### src/rtl/entry_alloc_table.sv
// Slot allocator: registered free bitmap, highest-index-first grant, release on free.
// Optional feature macro: ENTRY_ALLOC_CHECK_EN enables the sticky err_bad_free flag.
module entry_alloc_table #(
    parameter int  NUM_ENTRIES = 8,
    localparam int IDX_W       = $clog2(NUM_ENTRIES),
    localparam int CNT_W       = $clog2(NUM_ENTRIES + 1)
) (
    input  logic                   clk,
    input  logic                   rst,
    input  logic                   flush,
    input  logic                   alloc_req,
    output logic                   alloc_valid,
    output logic [IDX_W-1:0]       alloc_index,
    input  logic                   free_valid,
    input  logic [IDX_W-1:0]       free_index,
    output logic [NUM_ENTRIES-1:0] free_bitmap,
    output logic [CNT_W-1:0]       used_count,
    output logic                   full,
    output logic                   empty,
    output logic                   err_bad_free
);

    typedef enum logic {
        ST_RUN   = 1'b0,
        ST_FLUSH = 1'b1
    } state_e;

    state_e                 state_q;
    logic [NUM_ENTRIES-1:0] free_bitmap_q, free_bitmap_d;
    logic [CNT_W-1:0]       used_count_q, used_count_d;
    logic                   running;
    logic                   alloc_fire;
    logic                   free_in_range;
    logic                   free_eff;

    assign running = (state_q == ST_RUN);

    // NOTE: default assignment first so every path drives alloc_index and no latch is inferred.
    always_comb begin
        alloc_index = '0;
        for (int i = 0; i < NUM_ENTRIES; i++) begin
            if (free_bitmap_q[i]) alloc_index = IDX_W'(i);
        end
    end

    assign alloc_valid   = running && (|free_bitmap_q);
    assign alloc_fire    = alloc_req && alloc_valid;
    assign free_in_range = (32'(free_index) < 32'(NUM_ENTRIES));
    assign free_eff      = free_valid && running && free_in_range && !free_bitmap_q[free_index];

    // A granted slot is used and a freed one is free, so the two indices never collide.
    always_comb begin
        free_bitmap_d = free_bitmap_q;
        if (alloc_fire) free_bitmap_d[alloc_index] = 1'b0;
        if (free_eff)   free_bitmap_d[free_index]  = 1'b1;
        used_count_d = used_count_q + CNT_W'(alloc_fire) - CNT_W'(free_eff);
    end

    // NOTE: sequential state uses non-blocking assignments so every register samples pre-edge values.
    always_ff @(posedge clk) begin
        if (rst) begin
            state_q       <= ST_RUN;
            free_bitmap_q <= '1;
            used_count_q  <= '0;
        end else if (flush) begin
            state_q       <= ST_FLUSH;
            free_bitmap_q <= '1;
            used_count_q  <= '0;
        end else begin
            state_q       <= ST_RUN;
            free_bitmap_q <= free_bitmap_d;
            used_count_q  <= used_count_d;
        end
    end

`ifdef ENTRY_ALLOC_CHECK_EN
    logic err_q;
    logic free_bad;

    // Frees arriving during the flush cycle are dropped silently, not reported.
    assign free_bad = free_valid && running && !free_eff;

    always_ff @(posedge clk) begin
        if (rst || flush) err_q <= 1'b0;
        else if (free_bad) err_q <= 1'b1;
    end

    assign err_bad_free = err_q;
`else
    assign err_bad_free = 1'b0;
`endif

    assign free_bitmap = free_bitmap_q;
    assign used_count  = used_count_q;
    assign full        = (used_count_q == CNT_W'(NUM_ENTRIES));
    assign empty       = (used_count_q == '0);

endmodule
### config.mk
export PLATFORM = sky130hd
export DESIGN_NAME = entry_alloc_table
export DESIGN_NICKNAME = d
export VERILOG_FILES = /design/src/rtl/entry_alloc_table.sv
export SDC_FILE = /design/constraint.sdc
export NUM_CORES = 1
export LEC_CHECK = 0
export BUFFER_PORTS_ARGS = -buffer_cell sky130_fd_sc_hd__buf_2
export CORE_UTILIZATION = 30
export DETAILED_ROUTE_END_ITERATION = 12
export PLACE_DENSITY = 0.6
export SETUP_SLACK_MARGIN = 0.3
export SYNTH_ARGS = -nofsm -noshare
export SYNTH_HDL_FRONTEND = slang
export SYNTH_SLANG_ARGS = --single-unit
### constraint.sdc
create_clock -name clk -period 4.4 [get_ports clk]
set_input_delay 0 -clock clk [delete_from_list [all_inputs] [get_ports clk]]
set_output_delay 0 -clock clk [all_outputs]
set_load 0.005 [all_outputs]
# After elaboration in Yosys (flattened, before gate mapping)
# Index checks and enable logic that the tools add are counted.
# word_totals
ff_bits,13
inputBits,8
output_inout_bits,19
elab_cells,40
# classes
addsub,2
magnitude_cmp,4
eq_ne,1
mux,16
n_bitwise,4
reduce_logical,10
# op_table
op,count
$mux 8,2
$mux 3,5
$and 8x8->8,1
$lt 3x4->1 const B,2
$not 8->8,1
$or 8x8->8,1
$reduce_or 8->1,1
$demux 1 s3,2
$ge 3x1->1 const B,2
$logic_and 1x1->1,6
$mux 1,5
$add 4x1->4,1
$eq 4x4->1 const B,1
$logic_not 4->1,1
$sub 4x1->4,1
$bmux 1 s3,1
$mux 2,1
$reduce_or 2->1,1
$logic_not 1->1,1
$not 1->1,1

# Depth between registers and ports, before layout
# Gate-level depths: netlist of run 1.
# depth
word_depth,16
mapped_depth,11
depth_no_buf,10

# Worst setup path after synthesis of run 1
# Ideal clock, no wire load.
# synth_timing
path_kind,flip-flop to flip-flop
start,"reg free_bitmap_q[7], in the netlist free_bitmap[7]"
end,"reg used_count_q[2], in the netlist used_count[2]"
setup_time_ns,0.078
arrival_time_ns,2.458
t_required_ns,4.322
setup_slack_ns,1.864
path_stages_with_launch,12
n_path_buf,1
synth_period_minus_slack_ns,2.536
cell_sequence,dfxtp_1 > or4_1 > buf_2 > nor4_1 > nand2b_1 > ha_1 > inv_1 > ha_1 > inv_1 > fa_1 > xor2_1 > nor3_1
# synth_via
elab_chain_cells,5
word_cells_on_any_way,9
cone_classes,2 x add/sub; 2 x mux; 5 x reduce/logical
# synth_rtl
item,line,source
start: declaration,29,"logic [NUM_ENTRIES-1:0] free_bitmap_q, free_bitmap_d;"
start signal: assignment,71,free_bitmap_q <= free_bitmap_d;
$reduce_or 8->1 / $bmux 1 s3 (equally long branches),"46, 49",
$logic_and 1x1->1 / $mux 1 (equally long branches),"46, 49",
$logic_and 1x1->1 / $logic_not 1->1 (equally long branches),"47, 49",
$add 4x1->4 / $logic_and 1x1->1 (equally long branches),"56, 49",
$sub 4x1->4 (*),56,used_count_d = used_count_q + CNT_W'(alloc_fire) - CNT_W'(free_eff);
end signal: assignment,72,used_count_q <= used_count_d;
end: declaration,30,"logic [CNT_W-1:0] used_count_q, used_count_d;"
# Mark *: on every way between the ends. The rest lies on a longest branch, timed or not. The select of a mux whose other input is x is not followed.
# A chain may end at the register's enable or synchronous reset.

# Worst setup path in the final report of run 1
# layout_timing
start,"reg free_bitmap_q[7], in the netlist free_bitmap[7]"
end,"reg used_count_q[1], in the netlist used_count[1]"
# Same word-level chain as after synthesis.

==> results of run 1 <==
sequential cells by signal, indices dropped and copies added, names as in the netlist:
register and flops:
used_count 4, free_bitmap 8, state_q 1
stage by stage:
stage | instances | instance area [um2] | total power [mW] | hold WS, ns | util, %
after floorplan | 89 | 803 | 0.138 | 0.0711 | -
after global placement | 142 | 953 | 0.151 | 0.234 | 38.1
after detailed placement | 142 | 953 | 0.151 | 0.238 | 38.1
after CTS | 149 | 1010 | 0.227 | 0.0891 | 40.4
after global routing | 149 | 1010 | 0.236 | 0.119 | 40.4
final | 149 | 1010 | 0.221 | 0.105 | 40.4
final cells by class:
type / instances / area, um2 / share of cell area (%)
Clock buffer: 4 / 26.3 / 2.60
Inverter: 7 / 26.3 / 2.60
Multi-Input combinational cell: 67 / 504 / 49.9
Sequential cell: 13 / 260 / 25.8
Tap cell: 30 / 37.5 / 3.72
Timing Repair Buffer: 28 / 155 / 15.4
layout by cell type, fill, tap and decap left out, types with 2 or more instances in the layout:
master / n
sky130_fd_sc_hd__clkbuf_4: 3
sky130_fd_sc_hd__o21ai_1: 2
sky130_fd_sc_hd__nor2b_1: 4
sky130_fd_sc_hd__mux4_2: 2
sky130_fd_sc_hd__dlygate4sd3_1: 3
sky130_fd_sc_hd__ha_1: 6
sky130_fd_sc_hd__buf_2: 25
sky130_fd_sc_hd__or2_2: 2
sky130_fd_sc_hd__and2_1: 2
sky130_fd_sc_hd__inv_1: 7
sky130_fd_sc_hd__nand2b_1: 6
sky130_fd_sc_hd__o311ai_0: 6
sky130_fd_sc_hd__nor2_1: 6
sky130_fd_sc_hd__nand2_1: 7
sky130_fd_sc_hd__o21ai_0: 3
sky130_fd_sc_hd__nor3b_1: 2
sky130_fd_sc_hd__nor3_1: 3
sky130_fd_sc_hd__dfxtp_1: 13
sky130_fd_sc_hd__or4_1: 2
metal layers:
metal	global-route usage, %	vias up
met5	0	-
met4	6.58	0
met3	3.11	3
met2	27.0	36
met1	18.7	382
li1	-	381
how the worst max path moves through the flow:
stage	start	to	slack, ns	cells after the start
global placement	free_bitmap[7]$_SDFF_PP1_	used_count[2]$_SDFF_PP0_	1.83	10
CTS	free_bitmap[7]$_SDFF_PP1_	used_count[1]$_SDFF_PP0_	1.11	10
detailed placement	free_bitmap[7]$_SDFF_PP1_	used_count[2]$_SDFF_PP0_	1.61	10
global route	free_bitmap[7]$_SDFF_PP1_	used_count[1]$_SDFF_PP0_	0.89	10
finish	free_bitmap[7]$_SDFF_PP1_	used_count[1]$_SDFF_PP0_	1.11	10
floorplan	free_bitmap[7]$_SDFF_PP1_	used_count[2]$_SDFF_PP0_	1.86	11
worst reg2reg max path, stage by stage, from the launching register on:
cell	delay (ns)
sky130_fd_sc_hd__dfxtp_1	0.39
sky130_fd_sc_hd__or4_1	0.63
sky130_fd_sc_hd__nor4_1	0.42
sky130_fd_sc_hd__nand2b_1	0.17
sky130_fd_sc_hd__ha_1	0.22
sky130_fd_sc_hd__inv_1	0.05
sky130_fd_sc_hd__ha_1	0.15
sky130_fd_sc_hd__inv_1	0.05
sky130_fd_sc_hd__fa_1	0.42
sky130_fd_sc_hd__nor3_1	0.18
sky130_fd_sc_hd__dlygate4sd3_1	0.56
report_power, final:
part           internal [mW]  total, mW  switching [mW]
Combinational         0.0130     0.0277          0.0147
Clock                 0.0351     0.0713          0.0362
Sequential             0.120      0.122         0.00271
Total                  0.168      0.221          0.0537
cell families after synthesis:
| logic type | synth area share (%) |
|---|---|
| XOR/XNOR | 2.18 |
| multiplexers | 6.85 |
| AND/OR/NAND/NOR | 25.4 |
| flip-flops | 32.4 |
| other | 0.467 |
| buffers and inverters | 4.83 |
| AO/OA/AOI/OAI | 16.0 |
| adder cells (fa/ha/maj) | 11.8 |
==> results by stage, run 1 <==
Status:
- The run finished with clean final reports.

Die:
- The die width is between 50 and 60 um.
- The die covers 2890 um2.
- In this run the vertical extent of the chip is 53.7 um.
- The initial standard-cell utilization of the core is about 32%.
- During I/O placement, the number of pins put on the boundary was 27.
- The floorplan step defined a core boundary enclosing ~2500 um2.
- The row count is 18.

Route:
- In the final routing, the length of wire on met1 measures about 950 um.
- After detailed routing, the total wire length is between 2000 and 2500 um.
- The number of search-and-repair iterations in the first detailed-routing pass is 4.
- The routed length per instance is 13.9 um.
- For this block, the initial DRC count from the detailed router was 11.
- The number of antenna-violating nets in the routed design is 0.
- The highest metal layer used by the detailed router is met4.
- For this run, design rule violations remaining after detail routing come to 0.
- Detailed routing placed a total of 130 um of wire on met3.
- The via count is roughly 800.
- The vias per cell is around 5.4.
- After detailed routing, the met2 layer carries about 960 um of wire.

Clocking:
- The later-pin clock latency in the skew report is between 0.2 and 0.3 ns.
- The CTS H-tree depth is 1.
- TritonCTS built the clock tree.
- The TritonCTS sink count is 13.
- Clock-pin slew was measured on the worst setup and hold paths at 0.08 ns.
- The count of hold buffers inserted by post-cts repair is 3.
- The clock passes through at most 2 buffers.
- The tree is rooted in a sky130_fd_sc_hd__clkbuf_4.
- The count of instances resized after the clock tree is built is 0.
- The number of clock buffers added by TritonCTS is 3.
- The number of post-CTS setup repair buffers is 0.

Global routing:
- Entering global routing, the biggest net connects 10 pins.
- For this run the aggregate overflow at the end of global routing stands at 0.
- The number of antenna violations at the first check in global routing was 0.
- The number of global-route vias before repair is between 700 and 800.
- Global routing used between 10% and 20% of the available tracks across all layers.
- The first global-routing pass estimated 3280 um of wire.

Job:
- The number of maximum-capacitance constraint violations is 0.

STA:
- The count of final hold-check violations came to 0.
- Based on the critical path, the design can be clocked at up to slightly above 300 MHz.
- The post-route clock period utilization is between 70 and 80%.
- Setup violations remaining at the end of the flow were counted as 0.
- The count of pins over their slew limit came to 0.
- Setup repair after global routing left no endpoint under its margin.
- The final critical path time including I/O delays and setup is between 3 and 4 ns.
- The transition at the pin with the smallest max-transition slack is 0.530 ns.
- The worst-case setup margin in the final layout is 1.11 ns.
- The final setup TNS is 0 ns.
- For the final database, setup skew stands at ~0.0039 ns.
- The worst-case headroom to the max-slew limit is ~65%.

Critical path:
- The critical register-to-register path startpoint is free_bitmap[7]$_SDFF_PP1_.
- Counting both buffers and inverters, the worst setup path holds a total of 3.
- For the worst setup path, the data arrival time is about 3.5 ns.
- For this design, the slowest cell found on the critical path is sky130_fd_sc_hd__or4_1.
- The critical path goes through or4_1 -> nor4_1 -> nand2b_1 -> ha_1 -> inv_1 -> ha_1 -> inv_1 -> fa_1 -> nor3_1 -> dlygate4sd3_1.
- STA classifies the critical path startpoint as a flop.
- The end of the worst register-to-register path is used_count[1]$_SDFF_PP0_.
- In this run the worst path has a maximum fanout of 9.
- On the critical path the largest part of the delay comes from simple AND/OR/NAND/NOR gates.
- The largest incremental delay on the critical path is 0.63 ns.
- Counting cells, the worst reg-to-reg path comes to 10.
- The setup slack of the worst register-to-register path is 1.11 ns.
- The classification of the worst setup path is reg -> reg.
- Data on the critical path is required at its endpoint by 4.62 ns.
- The type of element capturing the critical path is a flop.

Cells and area:
- The number of fill cells in the layout is between 200 and 300.
- Cells with a size suffix above 1 make up around 29% of the layout.
- At the end of the flow, the number of nets in the layout was between 100 and 150.
- 0 antenna diodes ended up in the layout.
- The layout-stage area growth over the synthesis result is 25.7%.

Pwr:
- The total power per unit cell area is 219 nW/um2.
- The static power due to leakage is 0.409 nW.
- VDD sags by at most 133 uV.

Logic synthesis:
- The synthesized design contains 0 enable-type register cells.
- After synthesis, the share of flip-flops with an asynchronous set or reset is 0%.
- The post-synthesis sequential element count is 13.
- The library cell with the highest instance count after synthesis is sky130_fd_sc_hd__dfxtp_1.
- The number of nets handed over by synthesis was ~100.
- The largest area contributor in the netlist is sky130_fd_sc_hd__dfxtp_1.
- For this run, the leading register cell type out of synthesis is sky130_fd_sc_hd__dfxtp_1.
- The unique cell type count in the Yosys netlist is 32.
- The top cell type by area accounts for 32.4% of the synthesized area.
- The number of standard cells after synthesis is a little under 90.
- The number of warnings reported in the yosys synthesis log is 0.
- The mapped netlist covers between 800 and 900 um2.
- The sequential fraction of the synthesis area is 32.4%.
- Sorting the synthesized cells by how often they occur yields sky130_fd_sc_hd__dfxtp_1, sky130_fd_sc_hd__inv_1, sky130_fd_sc_hd__nand2_1.
- The per-instance average area after synthesis is approximately 9.0 um2.
- By area the synthesized netlist is led by sky130_fd_sc_hd__dfxtp_1, sky130_fd_sc_hd__ha_1, sky130_fd_sc_hd__o311ai_0, sky130_fd_sc_hd__mux4_2, sky130_fd_sc_hd__nand2b_1.

Worst hold path:
- The startpoint of the worst hold path is free_index[1].
- The worst hold path passes through 3 cells.
- The path with the worst hold slack has its endpoint at free_bitmap[6]$_SDFF_PP1_.
- The path class of the tightest hold or removal check is in -> reg.

Place:
- Routability-driven placement finished with a final weighted congestion of about 0.77.
- OpenSTA, run right after detailed placement, puts the worst setup slack at 1.61 ns.
- Once detailed placement completed, the half-perimeter wirelength came to about 1500 um.
- The quantity of I/O buffers inserted on ports is 25.
Note: power is estimated with default switching activity, not from simulation.
==> run 2: changes to the inputs <==
--- a/config.mk
+++ b/config.mk
@@ -5,10 +5,11 @@
 export SDC_FILE = /design/constraint.sdc
 export NUM_CORES = 1
 export LEC_CHECK = 0
+export ABC_AREA = 1
 export BUFFER_PORTS_ARGS = -buffer_cell sky130_fd_sc_hd__buf_2
 export CORE_UTILIZATION = 30
 export DETAILED_ROUTE_END_ITERATION = 12
-export PLACE_DENSITY = 0.6
+export PLACE_DENSITY = 0.59
 export SETUP_SLACK_MARGIN = 0.3
 export SYNTH_ARGS = -nofsm -noshare
 export SYNTH_HDL_FRONTEND = slang
==> constraint.sdc (replaced) <==
create_clock -name clk -period 3.2 [get_ports clk]
set_input_delay 0 -clock clk [delete_from_list [all_inputs] [get_ports clk]]
set_output_delay 0 -clock clk [all_outputs]
set_load 0.005 [all_outputs]
==> run 2 against run 1 <==
Critical path depth up 2. Final cell count up 47%. Sequential power up 39%. Maximum frequency up 56%. Setup slack worse by 0.022 ns.
==> results by stage, run 2 <==
Worst hold path:
- The sink of the worst hold path is free_bitmap[5]$_SDFF_PP1_.
- The startpoint identified for the worst hold timing path is free_index[1].
- The classification of the worst-slack hold path is in -> reg.
- The number of cells traversed by the worst hold path is 4 (+1).

Cells and area:
- The share of the core filled with cells is 38.6% (-1.8 points).
- The area of combinational cells with multiple inputs was 556 um2 (+10%).
- The final cell count without fillers is 219 (+47%).
- The number of antenna cells inserted is 0 (unchanged).
- The layout-stage area growth over the synthesis result is 21.4%.
- The share of layout cells above drive strength 1 is 26.9% (-1.7 points).
- The number of fill cells in the layout is 364 (+42%).
- The number of flip-flops in the largest register is 8 (unchanged).
- The final instance area is 1180 um2 (+17%).
- The top cell types in the final layout, fill and taps aside, are sky130_fd_sc_hd__nand2_1, sky130_fd_sc_hd__inv_1, sky130_fd_sc_hd__buf_2, sky130_fd_sc_hd__dfxtp_1, sky130_fd_sc_hd__nand3_1.
- The footprint of the flip-flops and latches is 260 um2 (unchanged).
- The number of nets in the finished design is 191 (+41%).
- Leaving out fill and tap cells, the most frequent cell in the layout is sky130_fd_sc_hd__nand2_1.

Logic synthesis:
- The number of warnings reported in the yosys synthesis log is 0 (unchanged).
- The post-synthesis net count is 161 (+55%).
- The area share of the largest cell type after synthesis came to 26.8% (-5.6 points).
- By area the synthesized netlist is led by sky130_fd_sc_hd__dfxtp_1, sky130_fd_sc_hd__nand2_1, sky130_fd_sc_hd__inv_1, sky130_fd_sc_hd__ha_1, sky130_fd_sc_hd__nand3_1.
- The synthesized area is 970 um2 (+21%).
- The library cell with the highest instance count after synthesis is sky130_fd_sc_hd__nand2_1.
- The post-synthesis sequential element count came to 13 (unchanged).
- In the synthesized netlist the dominant register cell turns out to be sky130_fd_sc_hd__dfxtp_1.
- The per-instance average area after synthesis is 6.64 um2 (-26%).
- The unique cell type count in the Yosys netlist is 24 (-25%).
- The async set-reset flop share out of synthesis is 0% (unchanged).
- The number of synthesized flops with an enable pin came to 0 (unchanged).
- In the synthesized netlist, the cells that appear most often are sky130_fd_sc_hd__nand2_1, sky130_fd_sc_hd__inv_1, sky130_fd_sc_hd__dfxtp_1, sky130_fd_sc_hd__nand3_1, sky130_fd_sc_hd__nor2_1.
- The sequential fraction of the synthesis area came to 26.8% (-5.6 points).
- sky130_fd_sc_hd__dfxtp_1 takes more of the synthesized area than any other cell.
- The number of standard cells after synthesis was 146 (+64%).

Place:
- The post-DP HPWL is 1670 um (+8.1%).
- The cell count after placement is 213 (+50%).
- The worst slack at placement came to 1.09 ns (-0.526 ns).
- The quantity of I/O buffers inserted on ports is 25 (unchanged).
- The weighted congestion reported at the end of routability-driven placement is 0.822 (+6.5%).
- The placed instance area is 1130 um2 (+19%).

STA:
- The worst clock skew came to 0.00241 ns (-0.00145 ns).
- The worst-case setup margin in the final layout is 1.09 ns (-0.0221 ns).
- The worst-case headroom to the max-slew limit is 55.2% (-9.4 points).
- The final number of setup-violating endpoints is 0 (unchanged).
- The count of pins over their slew limit is 0 (unchanged).
- The highest clock rate was 473 MHz (+56%).
- The post-route clock period utilization is 66.0% (-8.8 points).
- Setup repair after global routing left no endpoint under its margin.
- The tightest hold margin is 0.0775 ns (-0.0276 ns).
- The final setup TNS is 0 ns (unchanged).
- The final critical path time including I/O delays and setup was 2.11 ns (-1.18 ns).
- The count of final hold-check violations is 0 (unchanged).
- The transition at the pin with the smallest max-transition slack came to 0.670 ns (+0.140 ns).

Pwr:
- The clock group share of total power was 30.8% (-1.4 points).
- The internal power summed over all cells is 0.243 mW (+45%).
- The sequential fraction of design power was 48.9% (-6.3 points).
- The worst IR drop on VDD is 149 uV (+12%).
- The total power per unit cell area is 295 nW/um2 (+35%).
- The net switching share of the total power came to 30.0% (+5.8 points).
- The static power due to leakage is 0.602 nW (+47%).
- The power spent charging and discharging nets was 0.104 mW (+94%).
- The part of the total power dissipated in combinational logic was 20.3% (+7.8 points).
- The total design power is 0.348 mW (+57%).

Critical path:
- For this design, the slowest cell found on the critical path is sky130_fd_sc_hd__fa_1.
- The type of element capturing the critical path is a flop.
- The worst-path maximum fanout was 5 (-4).
- The required time reported for the critical path endpoint is 3.39 ns (-1.23 ns).
- Walking the worst path, the cells encountered are nor2_1 -> inv_2 -> nor2_4 -> nand2_2 -> nand3_2 -> ha_1 -> inv_1 -> ha_1 -> inv_1 -> fa_1 -> xor2_1 -> nor2_1.
- The end of the worst register-to-register path is used_count[2]$_SDFF_PP0_.
- The largest incremental delay on the critical path is 0.37 ns (-0.26 ns).
- The critical register-to-register path startpoint is free_bitmap[7]$_SDFF_PP1_.
- STA classifies the critical path startpoint as a flop.
- The setup slack of the worst register-to-register path is 1.09 ns (-0.02 ns).
- The number of cells on the worst reg-to-reg path is 12 (+2).
- By startpoint and endpoint, the worst setup path is classified as reg -> reg.
- The arrival time of the worst setup path is 2.30 ns (-1.21 ns).

Die:
- The die width came to 58.9 um (+9.5%).
- The overall die area came to 3460 um2 (+20%).
- The vertical die dimension is 58.9 um (+9.5%).
- The placeable core region came to 3050 um2 (+22%).
- The row count is 20 (+2).
- The initial standard-cell utilization of the core is 31.8% (-0.37 points).
- The I/O pin count is 27 (unchanged).

Clocking:
- The TritonCTS sink count is 13 (unchanged).
- The later-pin clock latency in the skew report came to 0.29 ns (+0.02 ns).
- TritonCTS built the clock tree.
- CTS placed an instance of sky130_fd_sc_hd__clkbuf_4 at the clock tree root.
- The clock tree buffer depth is 2 (unchanged).
- The number of buffers created by CTS is 3 (unchanged).
- The CTS H-tree depth is 1 (unchanged).
- The count of instances resized after the clock tree is built is 0 (unchanged).
- The clock-pin slew on the worst setup and hold paths is 0.08 ns (about the same).

Route:
- The via count is 932 (+16%).
- The DRC violation total after the first TritonRoute iteration is 13 (+2).
- The routed length per instance is 9.12 um (-34%).
- The wire length reported by the detailed router is 2000 um (-3.3%).
- The residual DRC count is 0 (unchanged).
- The number of antenna-violating nets in the routed design is 0 (unchanged).
- The number of search-and-repair iterations in the first detailed-routing pass came to 4 (unchanged).
- The vias per cell is 4.26 (-21%).

Global routing:
- The number of antenna violations at the first check in global routing is 0 (unchanged).
- The overall fraction of global-route tracks in use came to 13.5% (-2.2 points).
- The global-route wire length before repair was 3440 um (+4.6%).
- The aggregate global routing overflow is 0 (unchanged).
- The number of global-route vias before repair was 804 (+4.0%).
- The maximum number of pins on one net before global-route repair is 10 (unchanged).

Status:
- The run finished with clean final reports.

Job:
- The number of maximum-capacitance constraint violations is 0 (unchanged).
## run 2: cell count changes after synthesis, moves of 3 or more
cell | previous run | this run
sky130_fd_sc_hd__nand2_2 | 0 | 5
sky130_fd_sc_hd__nand3_1 | 1 | 10
sky130_fd_sc_hd__nand4_1 | 0 | 6
sky130_fd_sc_hd__nor2_2 | 0 | 5
sky130_fd_sc_hd__inv_1 | 7 | 29
sky130_fd_sc_hd__nand2b_1 | 6 | 0
sky130_fd_sc_hd__nor2_1 | 6 | 9
sky130_fd_sc_hd__nor2b_1 | 4 | 0
sky130_fd_sc_hd__nor3_1 | 3 | 0
sky130_fd_sc_hd__a21oi_1 | 1 | 4
sky130_fd_sc_hd__o311ai_0 | 6 | 0
sky130_fd_sc_hd__nand2_1 | 7 | 37
sky130_fd_sc_hd__nor2_4 | 0 | 3
## run 2: layout make-up
type | count | area share [%]
Clock buffer | 4 | 2.23
Inverter | 34 | 11.5
Multi-Input combinational cell | 97 | 47.2
Sequential cell | 13 | 22.1
Tap cell | 44 | 4.68
Timing Repair Buffer | 27 | 12.3
## run 2: routing by layer
metal	vias to the layer above	wire (um)	GRT usage (%)
met3	4	113	4.84
met1	408	980	17.8
li1	501	-	-
met2	19	888	20.5
met4	0	16	4.08
met5	-	0	0
## run 2: power by group through the flow
stage / Combinational, mW / Sequential (mW) / Clock, mW
2_1_floorplan: 0.0493 / 0.174 / 0
3_3_place_gp: 0.0700 / 0.174 / 0
3_5_place_dp: 0.0695 / 0.174 / 0
4_1_cts: 0.0719 / 0.170 / 0.111
5_1_grt: 0.0826 / 0.171 / 0.119
6_report: 0.0706 / 0.170 / 0.107
## run 2: kinds of logic (layout without fill, tap and decap cells)
family / count (synthesis) / in the layout / synth area share, %
other: 1 / 1 / 0.387
AOI/OAI and AO/OA: 8 / 8 / 4.13
buffers and inverters: 36 / 65 / 15.9
adders and majority gates: 7 / 7 / 9.81
xor gates and xnor gates: 1 / 1 / 0.903
DFF: 13 / 13 / 26.8
and+or+nand+nor: 80 / 80 / 42.1
## run 2: worst max-delay path by stage
stage	start	cells past startpoint	endpoint	slack (ns)
6_report	free_bitmap[7]$_SDFF_PP1_	12	used_count[2]$_SDFF_PP0_	1.09
5_1_grt	free_bitmap[7]$_SDFF_PP1_	12	used_count[2]$_SDFF_PP0_	0.93
4_1_cts	free_bitmap[4]$_SDFF_PP1_	12	used_count[2]$_SDFF_PP0_	1.07
3_5_place_dp	free_bitmap[4]$_SDFF_PP1_	12	used_count[2]$_SDFF_PP0_	1.09
3_3_place_gp	free_bitmap[7]$_SDFF_PP1_	12	used_count[2]$_SDFF_PP0_	1.06
2_1_floorplan	free_bitmap[4]$_SDFF_PP1_	12	used_count[2]$_SDFF_PP0_	1.25
## run 2: worst max-delay path, delay by kind of cell (launching register included)
| family | cells | cell delay [ns] |
|---|---|---|
| xor+xnor | 1 | 0.13 |
| fa+ha+maj | 3 | 0.75 |
| buf+inv | 3 | 0.17 |
| flops | 1 | 0.35 |
| simple gates | 5 | 0.60 |
## run 2: timing repair
action / CTS / global route
buffers inserted: 0 / 0
endpoints found under the hold margin: 1 / 0
hold buffers: 2 / 0
